File: src/rtl/rf_chk_fifo.sv
// Small synchronous FIFO holding queued expectations.
// full/empty are registered flags; a push while full is dropped even if a
// pop happens in the same cycle. DEPTH must be a power of two (>= 2) so the
// pointers wrap naturally.
module rf_chk_fifo #(
    parameter int DEPTH = 4,
    parameter int WIDTH = 8
) (
    input  logic             clk,
    input  logic             rst_n,
    input  logic             push_i,
    input  logic [WIDTH-1:0] wr_data_i,
    input  logic             pop_i,
    output logic [WIDTH-1:0] rd_data_o,
    output logic             full_o,
    output logic             empty_o
);

    localparam int PTR_W = $clog2(DEPTH);
    localparam int CNT_W = PTR_W + 1;
    localparam logic [PTR_W-1:0] PTR_ONE = PTR_W'(1'b1);
    localparam logic [CNT_W-1:0] CNT_ONE = CNT_W'(1'b1);
    localparam logic [CNT_W-1:0] CNT_FULL = CNT_W'(DEPTH);

    logic [WIDTH-1:0] mem_q [DEPTH];
    logic [PTR_W-1:0] wr_ptr_q;
    logic [PTR_W-1:0] rd_ptr_q;
    logic [CNT_W-1:0] count_q;
    logic [CNT_W-1:0] count_d;
    logic             full_q;
    logic             empty_q;
    logic             push_ok_s;
    logic             pop_ok_s;

    assign push_ok_s = push_i && !full_q;
    assign pop_ok_s  = pop_i && !empty_q;

    // Next occupancy from the accepted push/pop combination.
    always_comb begin
        count_d = count_q;
        case ({push_ok_s, pop_ok_s})
            2'b10:   count_d = count_q + CNT_ONE;
            2'b01:   count_d = count_q - CNT_ONE;
            default: count_d = count_q;
        endcase
    end

    // Storage, pointers and registered occupancy flags.
    always_ff @(posedge clk or negedge rst_n) begin
        if (!rst_n) begin
            for (int i = 0; i < DEPTH; i++) begin
                mem_q[i] <= '0;
            end
            wr_ptr_q <= '0;
            rd_ptr_q <= '0;
            count_q  <= '0;
            full_q   <= 1'b0;
            empty_q  <= 1'b1;
        end else begin
            if (push_ok_s) begin
                mem_q[wr_ptr_q] <= wr_data_i;
                wr_ptr_q        <= wr_ptr_q + PTR_ONE;
            end
            if (pop_ok_s) begin
                rd_ptr_q <= rd_ptr_q + PTR_ONE;
            end
            count_q <= count_d;
            full_q  <= (count_d == CNT_FULL);
            empty_q <= (count_d == '0);
        end
    end

    assign rd_data_o = mem_q[rd_ptr_q];
    assign full_o    = full_q;
    assign empty_o   = empty_q;

endmodule

File: config.mk
export PLATFORM = sky130hd
export DESIGN_NAME = rf_chk_fifo
export DESIGN_NICKNAME = d
export VERILOG_FILES = /design/src/rtl/rf_chk_fifo.sv
export SDC_FILE = /design/constraint.sdc
export NUM_CORES = 1
export LEC_CHECK = 0
export CORE_MARGIN = 1.5
export CORE_UTILIZATION = 50
export DETAILED_ROUTE_END_ITERATION = 8
export PLACE_DENSITY_LB_ADDON = 0.2
export SETUP_SLACK_MARGIN = 0.02
export SYNTH_ARGS = -nofsm -noshare
export SYNTH_HDL_FRONTEND = slang
export SYNTH_SLANG_ARGS = --single-unit
export TNS_END_PERCENT = 1
File: constraint.sdc
create_clock -name clk -period 1.8 [get_ports clk]
set_input_delay 0.27 -clock clk [delete_from_list [all_inputs] [get_ports clk]]
set_output_delay 0.27 -clock clk [all_outputs]
set_load 0.05 [all_outputs]
# Word level (Yosys, flattened, before mapping)
# Cells that the tools add are included.
[word_totals] regBits=41 in_bits=12 elab_cells=34
[classes] bitwise=2 n_reduce_logical=6 n_eq_ne=3 add_sub_neg=4 n_lt_le_gt_ge=3 n_mux=7
[ops] cell="bitwise mux 32 bit" count=1
[ops] cell="2-to-1 mux 8 bit" count=3
[ops] cell="binary-select mux 8 bit (select 2 bit)" count=1
[ops] cell="demux 8 bit (select 2 bit)" count=1
[ops] cell=">= comparator 3 bit (second input constant)" count=2
[ops] cell="NOT 2 -> 3 bit" count=2
[ops] cell="case mux 3 bit (2 select lines)" count=1
[ops] cell="adder 2 x 1 -> 2 bit (second input constant)" count=2
[ops] cell="adder 3 x 1 -> 3 bit (second input constant)" count=1
[ops] cell="equality test 3 bit (second input constant)" count=1
[ops] cell="logical AND 1 bit" count=3
[ops] cell="zero test 3 bit" count=1
[ops] cell="< comparator 3 x 1 -> 1 bit (second input constant)" count=1
[ops] cell="subtractor 3 x 1 -> 3 bit (second input constant)" count=1
[ops] cell="equality test 2 x 1 -> 1 bit (second input constant)" count=1
[ops] cell="equality test 2 bit (second input constant)" count=1
[ops] cell="zero test 1 bit" count=2

# Longest topological paths before layout
# Gate-level depths: netlist of the first run.
[depth] ltp_word=6 depth_mapped=9

# Worst setup path before layout of the first run
# OpenSTA, ideal clock, no wires.
[synth_timing] kind="reg-to-reg" from="reg full_q, in the netlist full_o" to="reg empty_q, in the netlist empty_o" stages_incl_launch_ff=10 arrival_time_ps=2187 setup_slack_ps=-466 synth_period_minus_slack_ps=2266 path_cell_list="dfrtp_1 -> nor2b_4 -> buf_12 -> inv_1 -> ha_1 -> inv_1 -> fa_1 -> xor2_1 -> or3_1 -> o211a_1"
[synth_via] elab_chain_len=5 word_cells_on_any_way=6 cone_classes="eq/ne: 2; mux: 1; reduce/logical: 3"
[synth_rtl] element="start: declaration" line_no="30" text="logic full_q;"
[synth_rtl] element="start signal: assignment" line_no="68" text="full_q <= (count_d == CNT_FULL);"
[synth_rtl] element="zero test 1 bit *" line_no="35" text="assign push_ok_s = push_i && !full_q;"
[synth_rtl] element="logical AND 1 bit *" line_no="35"
[synth_rtl] element="equality test 2 x 1 -> 1 bit / equality test 2 bit (equally long branches)" line_no="41" text="case ({push_ok_s, pop_ok_s})"
[synth_rtl] element="case mux 3 bit (2 select lines) *" line_no="41"
[synth_rtl] element="zero test 3 bit *" line_no="69" text="empty_q <= (count_d == '0);"
[synth_rtl] element="end signal: assignment" line_no="69"
[synth_rtl] element="end: declaration" line_no="31" text="logic empty_q;"
# Every way passes the cells marked *; elsewhere a longest branch is shown, timed or not.
# A chain may end at the register's enable or synchronous reset.

# Worst setup path after layout of the first run
[layout_timing] from="in pop_i" to="reg empty_q, in the netlist empty_o"
[layout_via] elab_chain_len=4 word_cells_on_any_way=5 cone_classes="eq/ne: 2; mux: 1; reduce/logical: 2"
[layout_rtl] element="start: declaration" line_no="13" text="input logic pop_i,"
[layout_rtl] element="logical AND 1 bit *" line_no="36" text="assign pop_ok_s = pop_i && !empty_q;"
[layout_rtl] element="equality test 2 x 1 -> 1 bit / equality test 2 bit (equally long branches)" line_no="41"
[layout_rtl] element="case mux 3 bit (2 select lines) *" line_no="41"
[layout_rtl] element="zero test 3 bit *" line_no="69"
# Marks and branches as above.

==> metrics.md, run 1 <==
| Metric | Value |
|---|---|
| Top-Level Pins | `22` |
| H-tree levels | `2` |
| Area growth from synthesis to layout | `20.2%` |
| Crit path launch type | `input pin` |
| Async set-reset flop share out of synthesis | `100%` |
| Setup WS pre-CTS | `-471 ps` |
| Skew final | `4.30 ps` |
| Worst-path fanout max | `3` |
| Antenna violations before repair | `0` |
| Max Slew Vio Count | `0` |
| Iter 0 DRT Violations | `41` |
| CORE AREA | `roughly 4000 µm²` |
| Final hold vios | `0` |
| Final Cell Area | `2460 µm²` |
| Max Cap Violations | `0` |
| Clk root buf | `clkbuf_8` |
| Worst path cell trace | `clkdlybuf4s50_1, nor2b_4, ha_4, inv_2, fa_2, xor2_2, or3_1, o211a_1` |
| Die ar. | `4490 µm²` |
| Max clock buf depth | `2` |
| Peak Freq | `roughly 550 MHz` |
| Fin crit period | `1800 ps` |
| GRT Total Usage | `18.5%` |
| Seq cells post-synth | `41` |
| Worst setup EP type | `flip-flop` |
| Mapped Cells | `around 120` |
| Largest net degree at the start of global routing | `42` |
| Slowest stage cell, crit path | `clkdlybuf4s50_1` |
| DPL Wire Length | `2.39 mm` |
| VDD IR-drop max | `1.05 mV` |
| Pwr Density | `2160 nW/µm²` |
| Antenna cells | `0` |
| TritonCTS clock tree | `done` |
| DR vias/cell | `5.35` |
| Filler cell count | `roughly 300` |
| Ys Warns | `0` |
| Relative slew slack | `65.7%` |
| CTS Buf Count | `5` |
| Top FF cell, synth | `dfrtp_1` |
| Crit path kind | `input pin to flip-flop` |
| Critical Path AT | `2030 ps` |
| Final WS setup | `-4.14 ps` |
| Port Buf Inserts | `21` |
| Violated checks | `setup timing` |
| CP required | `2030 ps` |
| Sequential element share of the synthesized area | `50.2%` |
| Layout cells sized above 1 | `roughly half` |
| Chip Height | `67.0 µm` |
| Routed WL per cell | `17.5 µm` |
| Die W | `67.0 µm` |
| Tcrit/Tclk final | `100%` |
| Leak | `1.18 nW` |
| Clk_lat worst skew | `~290 ps` |
| CTS Sinks | `41` |
| Syn Nets | `139` |
| Total power | `5.30 mW` |
| Status | `finished, violations left` |
| Clock transition at path regs | `80 ps` |
| Placed Instance Area | `around 2300 µm²` |
| Number of setup violations in the final report | `1` |
| Number of global-route vias before repair | `1153` |
| Cell taking the most area after synthesis | `dfrtp_1` |
| Yosys top cell area share | `48.9%` |
| Final setup TNS | `-4.14 ps` |
| Starting Density | `between 50% and 60%` |
| DR vias | `1091` |
| Drt total wl | `around 3.6 mm` |
| Max incr delay on CP | `about 460 ps` |
| Hold Path Class | `input pin to async pin` |
| Worst-Margin Slew | `514 ps` |
| Most common cell in the netlist | `dfrtp_1` |
| Nets | `171` |
| RSZ-0062 raised after global routing | `yes` |
| Avg Synthesized Cell Area | `16.9 µm²` |
| Top cells by count, synth | `40 x dfrtp_1, 32 x mux2_4, 8 x mux4_2, 6 x inv_1` |
| Netlist cell types | `22` |
| Syn Std Cell Area | `roughly 2000 µm²` |
| Drt drc | `0` |
| First-pass GRT wire length | `5.73 mm` |
| Post-CTS Hold Buffers | `0` |
| Post-synth EDFFs | `0` |
| Area contributors post-synth | `dfrtp_1 49%, mux2_4 23%, mux4_2 8.8%` |
| Post-DRT Antenna Nets | `0` |
| First-pass DRT Iterations | `2` |
| Grt ovf | `0` |
| Num rows | `23` |
| GPL Wtd Cong | `0.675` |
[area by class of cell]
cell class / count / area (µm²) / share of cell area (%)
Sequential cell: 41 / 1030 / 41.8
Clock inverter: 2 / 10.0 / 0.407
Tap cell: 50 / 62.6 / 2.54
Timing Repair Buffer: 28 / 267 / 10.8
Clock buffer: 6 / 72.6 / 2.95
Inverter: 6 / 25.0 / 1.02
Multi-Input combinational cell: 71 / 995 / 40.4
[cell usage in the layout (no fill, tap or decap)]
cell             netlist  final
dfrtp_1               40     38
mux2_4                32     32
clkdlybuf4s50_1        0     10
buf_6                  0      9
mux4_2                 8      8
buf_4                  1      8
nand2_1                5      5
clkbuf_8               0      5
inv_1                  6      4
xnor2_1                4      4
nand2_8                4      4
ha_1                   5      4
o21ai_0                3      3
nor2b_4                1      2
clkinv_2               0      2
dfrtp_2                0      2
inv_2                  0      1
xor2_2                 0      1
or3_1                  1      1
inv_4                  0      1
and3_1                 1      1
nor2_1                 1      1
a22o_1                 1      1
o211a_1                1      1
xor2_1                 2      1
fa_2                   0      1
ha_4                   0      1
clkbuf_1               0      1
dfstp_2                1      1
buf_2                  1      1
[sequential cells by signal, summed over array words and instances (netlist names)]
name	cells
wr_ptr_q	2
count_q	3
mem_q	32
empty_o	1
full_o	1
rd_ptr_q	2
[cells by family (layout without fill, tap and decap cells)]
logic type / after synthesis / in the layout / share of synthesized area [%]
AND/OR/NAND/NOR: 14 / 14 / 6.60
adder cells (fa/ha/maj): 6 / 6 / 4.03
flip-flops: 41 / 41 / 50.2
buffers and inverters: 9 / 42 / 2.69
AO/OA/AOI/OAI: 5 / 5 / 1.65
XOR/XNOR: 6 / 6 / 2.57
multiplexers: 40 / 40 / 32.3
[worst max-delay path: cells and delay by family]
kind,cells,cell delay [ps]
fa+ha+maj,2,480
buf+inv,2,490
compound gates,1,130
xor+xnor,1,160
simple gates,2,490
[stage by stage]
step / util, % / hold WS (ps) / std cells
floorplan: - / -25.6 / 121
finish: 62.0 / 27.5 / 204
CTS: 62.0 / 44.4 / 204
detailed placement: 58.6 / 359 / 195
global placement: 58.6 / 350 / 195
global route: 62.0 / 68.3 / 204
[metal layers]
metal | GRT usage, % | share of wire (%)
met1 | 24.9 | 47
met2 | 28.1 | 49
met4 | 7.65 | 1.8
met3 | 5.07 | 2.7
met5 | 0 | 0
[timing repair]
action | in CTS | in global routing
setup buffers | 1 | 0
pin swaps | 1 | 1
gates cloned | 0 | 0
endpoints found under the setup margin | 11 | 11
resized for setup | 12 | 0
[power breakdown]
part           switching [mW]  internal, mW  leakage [nW]  total (mW)
registers               0.325          1.40         0.484        1.72
logic                    1.46          1.55         0.646        3.01
clock network           0.305         0.269        0.0450       0.574
[final timing paths]
kind	start	endpoint	slack (ps)	cells after the start
min in group clk	mem_q[0]$_DFFE_PN0P_	mem_q[0]$_DFFE_PN0P_	510	1
min reg2reg	mem_q[0]$_DFFE_PN0P_	mem_q[0]$_DFFE_PN0P_	510	1
min	rst_n	mem_q[26]$_DFFE_PN0P_	30	2
max reg2reg	empty_o$_DFF_PN1_	empty_o$_DFF_PN1_	70	7
max in group asynchronous	rst_n	rd_ptr_q[1]$_DFFE_PN0N_	1390	2
max	pop_i	empty_o$_DFF_PN1_	-4	8
Power figures use the tool's default switching activity.
==> run 2: changes to the inputs <==
--- a/config.mk
+++ b/config.mk
@@ -5,11 +5,11 @@
 export SDC_FILE = /design/constraint.sdc
 export NUM_CORES = 1
 export LEC_CHECK = 0
-export CORE_MARGIN = 1.5
 export CORE_UTILIZATION = 50
 export DETAILED_ROUTE_END_ITERATION = 8
 export PLACE_DENSITY_LB_ADDON = 0.2
 export SETUP_SLACK_MARGIN = 0.02
+export SKIP_CTS_REPAIR_TIMING = 1
 export SYNTH_ARGS = -nofsm -noshare
 export SYNTH_HDL_FRONTEND = slang
 export SYNTH_SLANG_ARGS = --single-unit
==> run 2 against run 1 <==
  * The flow still finishes with violations (setup timing)
  * Fmax decreased by 2.6%
  * First-iteration DRC count up 88%
  * Count of clock-buffer cells in the layout down 1
  * Clock power rose by 22%
  * Non-clock buffer count rose by 4
  * Critical path depth decreased by 1
  * Utilization grew 3.8 points
==> metrics.md, run 2 (same netlist as run 1, synthesis figures left out) <==
| Metric | Value |
|---|---|
| Leak | `1.21 nW (+3.4%)` |
| First-pass GRT wire length | `5.93 mm (+3.5%)` |
| Nets | `175 (+2.3%)` |
| RSZ-0062 raised after global routing | `yes` |
| Most common cell after layout, fill and taps aside | `dfrtp_1` |
| Post-DRT Antenna Nets | `0 (unchanged)` |
| Pwr Density | `2140 nW/µm² (-0.88%)` |
| Layout cells sized above 1 | `52.2% (+0.93 points)` |
| Worst R2R Path Depth | `7 (unchanged)` |
| Iter 0 DRT Violations | `77 (+88%)` |
| DR vias | `1112 (+1.9%)` |
| GPL Wtd Cong | `0.682 (+1.1%)` |
| Combinational share of power | `54.7% (-2.0 points)` |
| Crit path kind | `flip-flop to flip-flop` |
| TritonCTS clock tree | `done` |
| Drt drc | `0 (unchanged)` |
| DR vias/cell | `5.42 (+1.4%)` |
| Reg power frac | `32.2% (-0.3 points)` |
| Top Registers | `mem_q (32), count_q (3)` |
| Die ar. | `4350 µm² (-3.0%)` |
| H-tree levels | `2 (unchanged)` |
| Worst-Margin Slew | `486 ps (-28.2 ps)` |
| GRT Total Usage | `19.5% (+0.98 points)` |
| Critical Path AT | `2070 ps (+40 ps)` |
| Largest net degree at the start of global routing | `26 (-38%)` |
| Final hold vios | `0 (unchanged)` |
| Die W | `66.0 µm (-1.5%)` |
| Max Cap Violations | `0 (unchanged)` |
| Hold Path Class | `input pin to async pin` |
| CORE AREA | `3800 µm² (-4.3%)` |
| Final setup TNS | `-57.1 ps (-52.9 ps)` |
| Num rows | `22 (-4.3%)` |
| Max incr delay on CP | `400 ps (-60 ps)` |
| DPL Wire Length | `2.43 mm (+1.6%)` |
| Starting Density | `53.9% (+2.3 points)` |
| Skew final | `7.94 ps (+3.64 ps)` |
| Status | `finished, violations left` |
| Antenna violations before repair | `0 (unchanged)` |
| Slowest stage cell, crit path | `fa_2` |
| Number of global-route vias before repair | `1213 (+5.2%)` |
| FF-to-FF Start | `empty_o$_DFF_PN1_` |
| Port Buf Inserts | `21 (unchanged)` |
| CTS Sinks | `41 (unchanged)` |
| Clk pwr share | `13.1% (+2.3 points)` |
| Max clock buf depth | `2 (unchanged)` |
| CTS Buf Count | `5 (unchanged)` |
| Clk_lat worst skew | `290 ps (about the same)` |
| Power Internal | `3.26 mW (+1.5%)` |
| Number of setup violations in the final report | `2 (+1)` |
| Relative slew slack | `67.6% (+1.9 points)` |
| Clock transition at path regs | `80 ps (about the same)` |
| Crit path launch type | `flip-flop` |
| Drt total wl | `3.62 mm (+1.4%)` |
| Biggest register | `mem_q` |
| Violated checks | `setup timing` |
| Sw Pwr | `2.07 mW (-0.66%)` |
| Post-layout util | `65.8% (+3.8 points)` |
| CP startpoint | `empty_o$_DFF_PN1_` |
| VDD IR-drop max | `1.05 mV (+0.19%)` |
| Worst-path fanout max | `3 (unchanged)` |
| Top-Level Pins | `22 (unchanged)` |
| Total power | `5.34 mW (+0.64%)` |
| Peak Freq | `540 MHz (-2.6%)` |
| Area growth from synthesis to layout | `22.1%` |
| Most frequent cells in the layout | `39 x dfrtp_1, 32 x mux2_4, 20 x buf_4` |
| Routed WL per cell | `17.7 µm (+0.90%)` |
| Fin crit period | `1850 ps (+47.9 ps)` |
| Max Slew Vio Count | `0 (unchanged)` |
| Grt ovf | `0 (unchanged)` |
| Antenna cells | `0 (unchanged)` |
| Worst setup EP type | `flip-flop` |
| Switch share | `38.9% (-0.51 points)` |
| Chip Height | `66.0 µm (-1.5%)` |
| CP required | `2020 ps (about the same)` |
| Worst path cell trace | `nor2b_4, ha_4, inv_2, fa_2, xor2_4, or3_4, o211a_1` |
| Clk root buf | `clkbuf_8` |
| Final WS setup | `-52.0 ps (-47.9 ps)` |
| First-pass DRT Iterations | `4 (+2)` |
| Max reg flops | `32 (unchanged)` |
| Tcrit/Tclk final | `103% (+2.7 points)` |
==> run 2: cell types whose count changed in the layout (fill, tap and decap cells not counted), sizes merged <==
cell,delta
clkbuf,-1
bufinv,+1
buf,+3
dlygate4sd3,+1
clkinv,-1
clkdlybuf4s50,-2
dlymetal6s2s,+2
==> run 2: path summary, 6_finish.rpt <==
| check | to | slack, ps |
|---|---|---|
| setup / recovery | empty_o$_DFF_PN1_ | -50 |
| hold / removal | mem_q[28]$_DFFE_PN0P_ | 460 |
| setup reg to reg | empty_o$_DFF_PN1_ | -50 |
| hold reg to reg | mem_q[9]$_DFFE_PN0P_ | 510 |
| max in group asynchronous | empty_o$_DFF_PN1_ | 980 |
| min in group clk | mem_q[9]$_DFFE_PN0P_ | 510 |
==> run 2: worst max-delay path: cells and delay by family, from the launching register on <==
| kind | cells | cell delay, ps |
|---|---|---|
| buffers and inverters | 1 | 40 |
| adders and majority gates | 2 | 560 |
| and+or+nand+nor | 2 | 470 |
| AOI/OAI and AO/OA | 1 | 110 |
| DFF | 1 | 390 |
| xor gates and xnor gates | 1 | 210 |
==> run 2: power by group through the flow <==
stage / clock [mW] / sequential, mW / combinational (mW)
2_1_floorplan: 0 / 1.62 / 2.32
3_3_place_gp: 0 / 1.68 / 2.81
3_5_place_dp: 0 / 1.72 / 2.88
4_1_cts: 0.716 / 1.71 / 2.89
5_1_grt: 0.751 / 1.76 / 3.09
6_report: 0.700 / 1.72 / 2.92
==> run 2: routing by layer <==
| layer | GRT usage [%] | wire (µm) | vias to the layer above |
|---|---|---|---|
| met3 | 5.17 | 126 | 8 |
| met4 | 12.2 | 89 | 0 |
| met1 | 23.7 | 1650 | 585 |
| li1 | - | - | 493 |
| met2 | 30.6 | 1760 | 26 |
| met5 | 0 | 0 | - |
==> run 2: metrics by stage <==
step | hold WS, ps | setup slack [ps] | instance area (µm²) | std cells
6_report | 457 | -52.0 | 2500 | 205
5_1_grt | 486 | -108 | 2500 | 205
4_1_cts | -79.1 | -199 | 2440 | 201
3_5_place_dp | 238 | -507 | 2330 | 194
3_3_place_gp | 244 | -398 | 2330 | 194
2_1_floorplan | -25.6 | -234 | 2070 | 121
==> run 2: cell type report <==
cell class / count / area (µm²)
Clock buffer: 5 / 68.8
Multi-Input combinational cell: 71 / 1010
Sequential cell: 41 / 1030
Clock inverter: 2 / 35.0
Timing Repair Buffer: 32 / 270
Inverter: 6 / 25.0
Fill cell: 269 / 1300
Tap cell: 48 / 60.1
